$ cat src/rtl/fir_sample_sequencer.sv
// Sample sequencer for a matched pair of FIR filters: issues one sample per
// period, captures both filter outputs after the latency and flags disagreement.
module fir_sample_sequencer #(
  parameter int WIDTH       = 16,
  parameter int PERIOD      = 128,
  parameter int LATENCY     = 4,
  parameter int NUM_SAMPLES = 800,
  parameter int CNT_W       = 16
) (
  input  logic                    clk,
  input  logic                    rst_n,
  input  logic                    start,
  input  logic                    abort,
  input  logic                    in_valid,
  input  logic signed [WIDTH-1:0] in_sig,
  output logic                    in_ready,
  output logic signed [WIDTH-1:0] fir_sig_in,
  output logic                    fir_ready,
  input  logic signed [WIDTH-1:0] fir_sig,
  input  logic signed [WIDTH-1:0] fir_sig_sep,
  output logic                    out_valid,
  output logic signed [WIDTH-1:0] out_sig,
  output logic                    out_mismatch,
  output logic [CNT_W-1:0]        sample_cnt,
  output logic [CNT_W-1:0]        err_cnt,
  output logic                    busy,
  output logic                    done
);

  localparam int PER_W = (PERIOD > 2) ? $clog2(PERIOD) : 1;
  localparam int LAT_W = (LATENCY > 1) ? $clog2(LATENCY + 1) : 1;

  localparam logic [2:0] S_IDLE     = 3'd0;
  localparam logic [2:0] S_WAIT_IN  = 3'd1;
  localparam logic [2:0] S_ISSUE    = 3'd2;
  localparam logic [2:0] S_WAIT_LAT = 3'd3;
  localparam logic [2:0] S_CAPTURE  = 3'd4;
  localparam logic [2:0] S_PAD      = 3'd5;
  localparam logic [2:0] S_DONE     = 3'd6;

  logic [2:0]              r_state;
  logic [2:0]              w_state_nxt;
  logic [PER_W-1:0]        r_per_cnt;
  logic [PER_W-1:0]        w_per_nxt;
  logic [LAT_W-1:0]        r_lat_cnt;
  logic signed [WIDTH-1:0] r_fir_sig_in;
  logic signed [WIDTH-1:0] r_out_sig;
  logic                    r_out_valid;
  logic                    r_out_mismatch;
  logic [CNT_W-1:0]        r_sample_cnt;
  logic [CNT_W-1:0]        r_err_cnt;
  logic [CNT_W-1:0]        w_sample_nxt;
  logic                    r_done;

  logic w_busy;
  logic w_abort;
  logic w_start;
  logic w_accept;
  logic w_capture;
  logic w_mismatch;
  logic w_last;
  logic w_lat_done;
  logic w_pad_done;

  assign w_busy       = (r_state != S_IDLE) && (r_state != S_DONE);
  assign w_abort      = abort && w_busy;
  assign w_start      = start && !w_busy;
  assign w_accept     = (r_state == S_WAIT_IN) && in_valid && !abort;
  assign w_capture    = (r_state == S_CAPTURE) && !abort;
  assign w_mismatch   = (fir_sig != fir_sig_sep);
  assign w_sample_nxt = r_sample_cnt + 1'b1;
  assign w_last       = (w_sample_nxt == CNT_W'(NUM_SAMPLES));
  assign w_lat_done   = (r_lat_cnt == LAT_W'(LATENCY - 1));
  assign w_per_nxt    = r_per_cnt + 1'b1;
  // Compare the incremented count so the WAIT_IN handshake lands one cycle
  // before the next ISSUE, keeping fir_ready pulses exactly PERIOD apart.
  assign w_pad_done   = (w_per_nxt >= PER_W'(PERIOD - 2));

  // NOTE: every combinational output gets a default before the case so no
  // path leaves it unassigned, which would otherwise infer a latch.
  always_comb begin
    w_state_nxt = r_state;
    if (w_abort) begin
      w_state_nxt = S_IDLE;
    end else begin
      case (r_state)
        S_IDLE, S_DONE: if (start) w_state_nxt = S_WAIT_IN;
        S_WAIT_IN:      if (in_valid) w_state_nxt = S_ISSUE;
        S_ISSUE:        w_state_nxt = S_WAIT_LAT;
        S_WAIT_LAT:     if (w_lat_done) w_state_nxt = S_CAPTURE;
        S_CAPTURE:      w_state_nxt = w_last ? S_DONE : S_PAD;
        S_PAD:          if (w_pad_done) w_state_nxt = S_WAIT_IN;
        default:        w_state_nxt = S_IDLE;
      endcase
    end
  end

  // NOTE: all state is updated with non-blocking assignments so every
  // register samples pre-edge values, independent of statement order.
  always_ff @(posedge clk or negedge rst_n) begin
    if (!rst_n) begin
      r_state <= S_IDLE;
    end else begin
      r_state <= w_state_nxt;
    end
  end

  always_ff @(posedge clk or negedge rst_n) begin
    if (!rst_n) begin
      r_per_cnt <= '0;
      r_lat_cnt <= '0;
    end else if (r_state == S_ISSUE) begin
      r_per_cnt <= '0;
      r_lat_cnt <= '0;
    end else begin
      if (r_state == S_WAIT_LAT || r_state == S_CAPTURE || r_state == S_PAD) begin
        r_per_cnt <= w_per_nxt;
      end
      if (r_state == S_WAIT_LAT) begin
        r_lat_cnt <= r_lat_cnt + 1'b1;
      end
    end
  end

  always_ff @(posedge clk or negedge rst_n) begin
    if (!rst_n) begin
      r_fir_sig_in <= '0;
    end else if (w_accept) begin
      r_fir_sig_in <= in_sig;
    end
  end

  always_ff @(posedge clk or negedge rst_n) begin
    if (!rst_n) begin
      r_out_valid    <= 1'b0;
      r_out_sig      <= '0;
      r_out_mismatch <= 1'b0;
    end else begin
      r_out_valid <= w_capture;
      if (w_capture) begin
        r_out_sig      <= fir_sig;
        r_out_mismatch <= w_mismatch;
      end
    end
  end

  // Counters survive an abort so a cancelled run can still be inspected.
  always_ff @(posedge clk or negedge rst_n) begin
    if (!rst_n) begin
      r_sample_cnt <= '0;
      r_err_cnt    <= '0;
      r_done       <= 1'b0;
    end else if (w_start) begin
      r_sample_cnt <= '0;
      r_err_cnt    <= '0;
      r_done       <= 1'b0;
    end else if (w_capture) begin
      r_sample_cnt <= w_sample_nxt;
      if (w_mismatch && (r_err_cnt != {CNT_W{1'b1}})) begin
        r_err_cnt <= r_err_cnt + 1'b1;
      end
      if (w_last) begin
        r_done <= 1'b1;
      end
    end
  end

  assign in_ready     = (r_state == S_WAIT_IN);
  assign fir_ready    = (r_state == S_ISSUE);
  assign busy         = w_busy;
  assign fir_sig_in   = r_fir_sig_in;
  assign out_valid    = r_out_valid;
  assign out_sig      = r_out_sig;
  assign out_mismatch = r_out_mismatch;
  assign sample_cnt   = r_sample_cnt;
  assign err_cnt      = r_err_cnt;
  assign done         = r_done;

endmodule
$ cat config.mk
export PLATFORM = sky130hd
export DESIGN_NAME = fir_sample_sequencer
export DESIGN_NICKNAME = d
export VERILOG_FILES = /design/src/rtl/fir_sample_sequencer.sv
export SDC_FILE = /design/constraint.sdc
export NUM_CORES = 1
export LEC_CHECK = 0
export ABC_CLOCK_PERIOD_IN_PS = 2700
export CAP_MARGIN = 25
export CORE_UTILIZATION = 48
export CTS_CLUSTER_SIZE = 12
export DETAILED_ROUTE_END_ITERATION = 8
export HOLD_SLACK_MARGIN = 0.03
export PLACE_DENSITY = 0.8
export SYNTH_ARGS = -nofsm -noshare
export SYNTH_HDL_FRONTEND = slang
export SYNTH_SLANG_ARGS = --single-unit
export TNS_END_PERCENT = 10
$ cat constraint.sdc
create_clock -name clk -period 2.7 [get_ports clk]
set_input_delay 0.405 -clock clk [delete_from_list [all_inputs] [get_ports clk]]
set_output_delay 0.405 -clock clk [all_outputs]
set_load 0.005 [all_outputs]
---- Word-level counts from Yosys, hierarchy flattened ----
Cells that the tools add are included.
W data, S select, Z words.
word-level totals
  output and inout port bits .............. 70
  logic and storage cells ................. 71
  bits in registers ....................... 80
  input port bits ......................... 53
operators by class
  multiplexer cells ....................... 19
  reductions and logical operators ........ 22
  order comparisons ....................... 1
  add/subtract/negate cells ............... 4
  equality and inequality tests ........... 15
operators with widths
  kind                     count
  $mux W16                 5
  $add A16 B1 Y16 const B  2
  $mux W3                  7
  $pmux W3 S6              1
  $eq A16 B10 Y1 const B   1
  $ne A16 B16 Y1           1
  $ne A16 B16 Y1 const B   1
  $mux W7                  2
  $ne A3 B3 Y1 const B     4
  $reduce_bool A2 Y1       5
  $eq A3 B2 Y1 const B     3
  $eq A3 B3 Y1 const B     3
  $add A7 B1 Y7 const B    1
  $ge A7 B7 Y1 const B     1
  $logic_and A1 B1 Y1      7
  $reduce_and A2 Y1        2
  $reduce_and A4 Y1        1
  $add A3 B1 Y3 const B    1
  $eq A3 B1 Y1 const B     1
  $logic_not A3 Y1         1
  $mux W1                  3
  $ne A3 B2 Y1 const B     1
  $reduce_bool A3 Y1       1
  $logic_not A1 Y1         2
  other kinds (3)          4

---- Logic depth before layout (Yosys ltp) ----
  depth in word-level cells ............... 6
  depth in mapped cells ................... 9
  depth with buffers taken out ............ 7

---- Worst setup path after synthesis ----
OpenSTA, ideal clock, no wires.
  kind .................................... flip-flop to flip-flop
  from .................................... reg r_state[0]
  to ...................................... reg r_err_cnt[13] (netlist: err_cnt[13])
  path buffers ............................ 4
  library setup time ...................... 0.079 ns
  data required time ...................... 2.621 ns
  arrival time ............................ 2.113 ns
  slack ................................... 0.508 ns
  cell stages (with the launch flop) ...... 10
  clock period less this slack ............ 2.192 ns
  path through ............................ dfrtp_1 > buf_2 > or3b_1 > or2_0 > clkbuf_1 > a41o_1 > buf_6 > clkbuf_1 > nor3_1 > mux2i_1
on the way
  cells in the longest elaborated chain, start to end .. 6
  elaborated cells between the ends (all ways) .. 11
  those cells by class .................... 2 x eq/ne; 1 x mux; 8 x reduce/logical
RTL lines
  element                                                    line  source
  start, declared                                            41    logic [2:0] r_state;
  start signal, assigned                                     104   r_state <= w_state_nxt;
  $ne A3 B3 Y1 / $reduce_bool A3 Y1 (equally long branches)  65    assign w_busy = (r_state != S_IDLE) && (r_state != S_DONE);
  $logic_and A1 B1 Y1                                        65
  $logic_not A1 Y1                                           67    assign w_start = start && !w_busy;
  $logic_and A1 B1 Y1                                        67
  $reduce_bool A2 Y1 (no line)                               --
  $reduce_and A2 Y1 (no line)                                --
  end signal, assigned                                       160   r_err_cnt <= r_err_cnt + 1'b1;
  end, declared                                              51    logic [CNT_W-1:0] r_err_cnt;
Parallel ways exist; a longest one is shown, timed or not.
A chain may end at the register's enable or synchronous reset.

---- Worst setup path after layout ----
  from .................................... reg r_state[1]
  to ...................................... reg r_sample_cnt[8] (netlist: sample_cnt[8])
on the way
  cells in the longest elaborated chain, start to end .. 5
  elaborated cells between the ends (all ways) .. 9
  those cells by class .................... 2 x eq/ne; 1 x mux; 6 x reduce/logical
RTL lines
  element                                                    line  source
  $ne A3 B3 Y1 / $reduce_bool A3 Y1 (equally long branches)  65
  $logic_and A1 B1 Y1                                        65
  $logic_not A1 Y1                                           67
  $logic_and A1 B1 Y1                                        67
  $mux W16 / $reduce_bool A2 Y1 (equally long branches)      --
  end signal, assigned                                       158   r_sample_cnt <= w_sample_nxt;
  end, declared                                              50    logic [CNT_W-1:0] r_sample_cnt;
Parallel ways exist; a longest one is shown, timed or not.

==> impl_metrics.csv <==
group,metric,value,unit
run_status,outcome,"complete, no violations",
worst_setup_path,startpoint_type,"flip-flop",
power_and_ir_drop,peakVddDrop,0.000372,V
grt,grtUsageTotal,23.3,%
worst_setup_path,arrival,2.57,ns
job,drv_cap,0,
worst_setup_path,path_cells,"buf_4 > xnor2_1 > and3_1 > nor2_1 > o21ai_0 > o21ai_0",
finish,layout.nets,647,
floorplanning,coreArea,8760,sq um
synthesis,yosysTopAreaCell,"dfrtp_1",
timing,post-route-period-util,85.7,%
route,drc_errors,0,
synthesis,synth_ff_type,"dfrtp_1",
worst_setup_path,worstPathMaxFanout,31,
route,avgRoutedWirePerCell,15.1,microns
timing,max_freq,432,MHz
route,ant_nets,0,
floorplanning,die_y,97.4,microns
timing,hold_viol,0,
timing,tns,0,ns
clocking,clk_latency,0.35,ns
timing,rsz0062_at_grt,"no",
worst_setup_path,rrSetupSlack,0.39,ns
clocking,root_buffer,"clkbuf_8",
finish,layout_common_cells,"121 x clkdlybuf4s50_1, 80 x nand2_1, 80 x dfrtp_1",
worst_setup_path,cp.required,2.95,ns
worst_setup_path,rr_startpoint,"r_state[1]",
power_and_ir_drop,p_sw,1.29,mW
power_and_ir_drop,pwr-share-seq,41.5,%
synthesis,synth_edf_count,0,
placement,dp_hpwl,7510,microns
worst_setup_path,crit_path_end_kind,"flip-flop",
synthesis,yosysWarnings,0,
finish,syn_to_final_growth,34.5,%
timing,slew_headroom,38.7,%
timing,tightest_slew,0.916,ns
clocking,cts_setup_buffers,0,
synthesis,yosysSeqAreaShare,45.9,%
floorplanning,die_area,9480,sq um
grt,gr-total-overflow,0,
clocking,cts_made_buffers,9,
grt,grt_pass1_wl,18100,microns
timing,setup-violations-final,0,
finish,drive_above_1_share,8.11,%
route,drt-vias-per-instance,5.75,
power_and_ir_drop,comb_power_share,39.4,%
power_and_ir_drop,power.total,4.01,mW
route,via_count,4024,
power_and_ir_drop,p_int,2.72,mW
route,first_pass_iters,5,
hold_path,hold_class,"in -> async",
worst_setup_path,cpPeakStageDelay,0.74,ns
finish,final_common_cell,"clkdlybuf4s50_1",
worst_setup_path,path_class,"reg -> reg",
clocking,clock_sinks,80,
finish,antenna_cells,0,
synthesis,synthCells,472,
worst_setup_path,crit_buf_inv,1,
worst_setup_path,cp_slowest_cell,"nor2_1",
synthesis,synth_fp_nets,532,
synthesis,netlist_area,4370,sq um
clocking,cts_max_path_buffers,2,
timing,slew_violations,0,
synthesis,synth_cell_types,49,
worst_setup_path,critical-path-top-delay-family,"simple AND/OR/NAND/NOR gates",
floorplanning,num_rows,34,
clocking,cts_tree,"yes",
timing,skew,0.0109,ns
route,drtIter0Drc,134,
synthesis,synth.area.top_cells,"dfrtp_1 46%, nand2_1 6.9%, mux2_2 4.6%",
grt,grt_max_degree,81,
grt,grt_pass1_vias,3871,
placement,io_buffer_count,122,
power_and_ir_drop,leakage,2.44,nW
timing,min_period,2.31,ns
power_and_ir_drop,switching_share,32.1,%
worst_setup_path,worst-r2r-cell-count,6,
clocking,h-tree-depth,3,
power_and_ir_drop,p_clk_share,19.1,%
route,wirelength,10600,microns
synthesis,post_synth.cell_area_avg,9.25,sq um
synthesis,yosys.area.top_type_share,45.9,%
floorplanning,start_util,49.8,%
clocking,clkTransAtPathRegs,0.08,ns
floorplanning,ios,123,
grt,antenna_found_initial,0,
worst_setup_path,r2r-end,"sample_cnt[8]",
floorplanning,die_x,97.4,microns
power_and_ir_drop,power_density,683,nW/um^2
synthesis,synth-seq-cells,80,
placement,routabilityCongestion,0.859,
synthesis,async_flop_share,100,%
worst_setup_path,cp_common_cell,"o21ai_0",
==> worst max path at each step <==
stage / startpoint / to / slack, ns / cells after the start
finish: r_state[1] / sample_cnt[8] / 0.39 / 6
floorplan: r_state[0] / err_cnt[13] / 0.51 / 9
detailed placement: abort / err_cnt[7] / 0.27 / 5
global route: r_state[1] / sample_cnt[15] / 0.10 / 6
CTS: r_state[1] / sample_cnt[13] / 0.40 / 6
global placement: abort / err_cnt[5] / 0.33 / 5
==> registers in the layout, summed over array words and instances (netlist names) <==
name and flops:
err_cnt 16, fir_sig_in 16, out_sig 16, sample_cnt 16, r_per_cnt 7, r_lat_cnt 3
r_state 3, done 1, out_mismatch 1, out_valid 1
==> cells in the mapped netlist (7+ instances only) <==
cell type,instances
and3_1,10
nand4_1,15
mux2_2,18
nand3_1,17
nor2_1,23
nand2_1,80
a31oi_1,8
ha_1,7
nand2b_1,9
o21ai_0,34
a21oi_1,16
clkbuf_1,22
dfrtp_1,80
mux2i_1,14
nor3_1,12
xnor2_1,19
o31ai_1,11
==> timing repair <==
item | 4_1_cts | 5_1_grt
hold buffers | 0 | 1
resized for setup | 0 | 0
hold endpoints to repair | 0 | 10
==> through the flow <==
step / worst slack [ns] / std cells / instance area [sq um] / hold slack [ns] / util, %
2_1_floorplan: 0.508 / 472 / 4370 / 0.109 / -
3_3_place_gp: 0.328 / 682 / 5670 / 0.457 / 64.7
3_5_place_dp: 0.265 / 682 / 5670 / 0.462 / 64.7
4_1_cts: 0.400 / 698 / 5840 / 0.249 / 66.6
5_1_grt: 0.105 / 700 / 5870 / 0.425 / 67.0
6_report: 0.387 / 700 / 5870 / 0.423 / 67.0
==> power by group through the flow <==
stage	Combinational [mW]	Sequential (mW)	Clock (mW)
floorplan	0.735	1.69	0
global placement	1.53	1.67	0
detailed placement	1.59	1.68	0
CTS	1.59	1.66	0.791
global route	1.75	1.70	0.842
finish	1.58	1.66	0.767
==> cell type report <==
type	count	area (sq um)
Clock buffer	10	128
Clock inverter	6	36.3
Fill cell	725	2890
Inverter	7	26.3
Multi-Input combinational cell	356	2220
Sequential cell	80	2000
Tap cell	108	135
Timing Repair Buffer	133	1320
==> layer usage <==
layer	wire [microns]	GRT usage, %
met2	5120	36.4
met5	0	0
met1	4630	31.2
met3	752	7.34
met4	107	6.45
==> logic make-up after synthesis <==
logic type,count (synthesis),synth area share (%)
muxes,32,7.85
and+or+nand+nor,199,22.6
adders and majority gates,7,2.01
xor gates and xnor gates,22,4.41
buffers and inverters,36,3.38
AOI/OAI and AO/OA,96,13.8
DFF,80,45.9
Note: power is estimated with default switching activity, not from simulation.
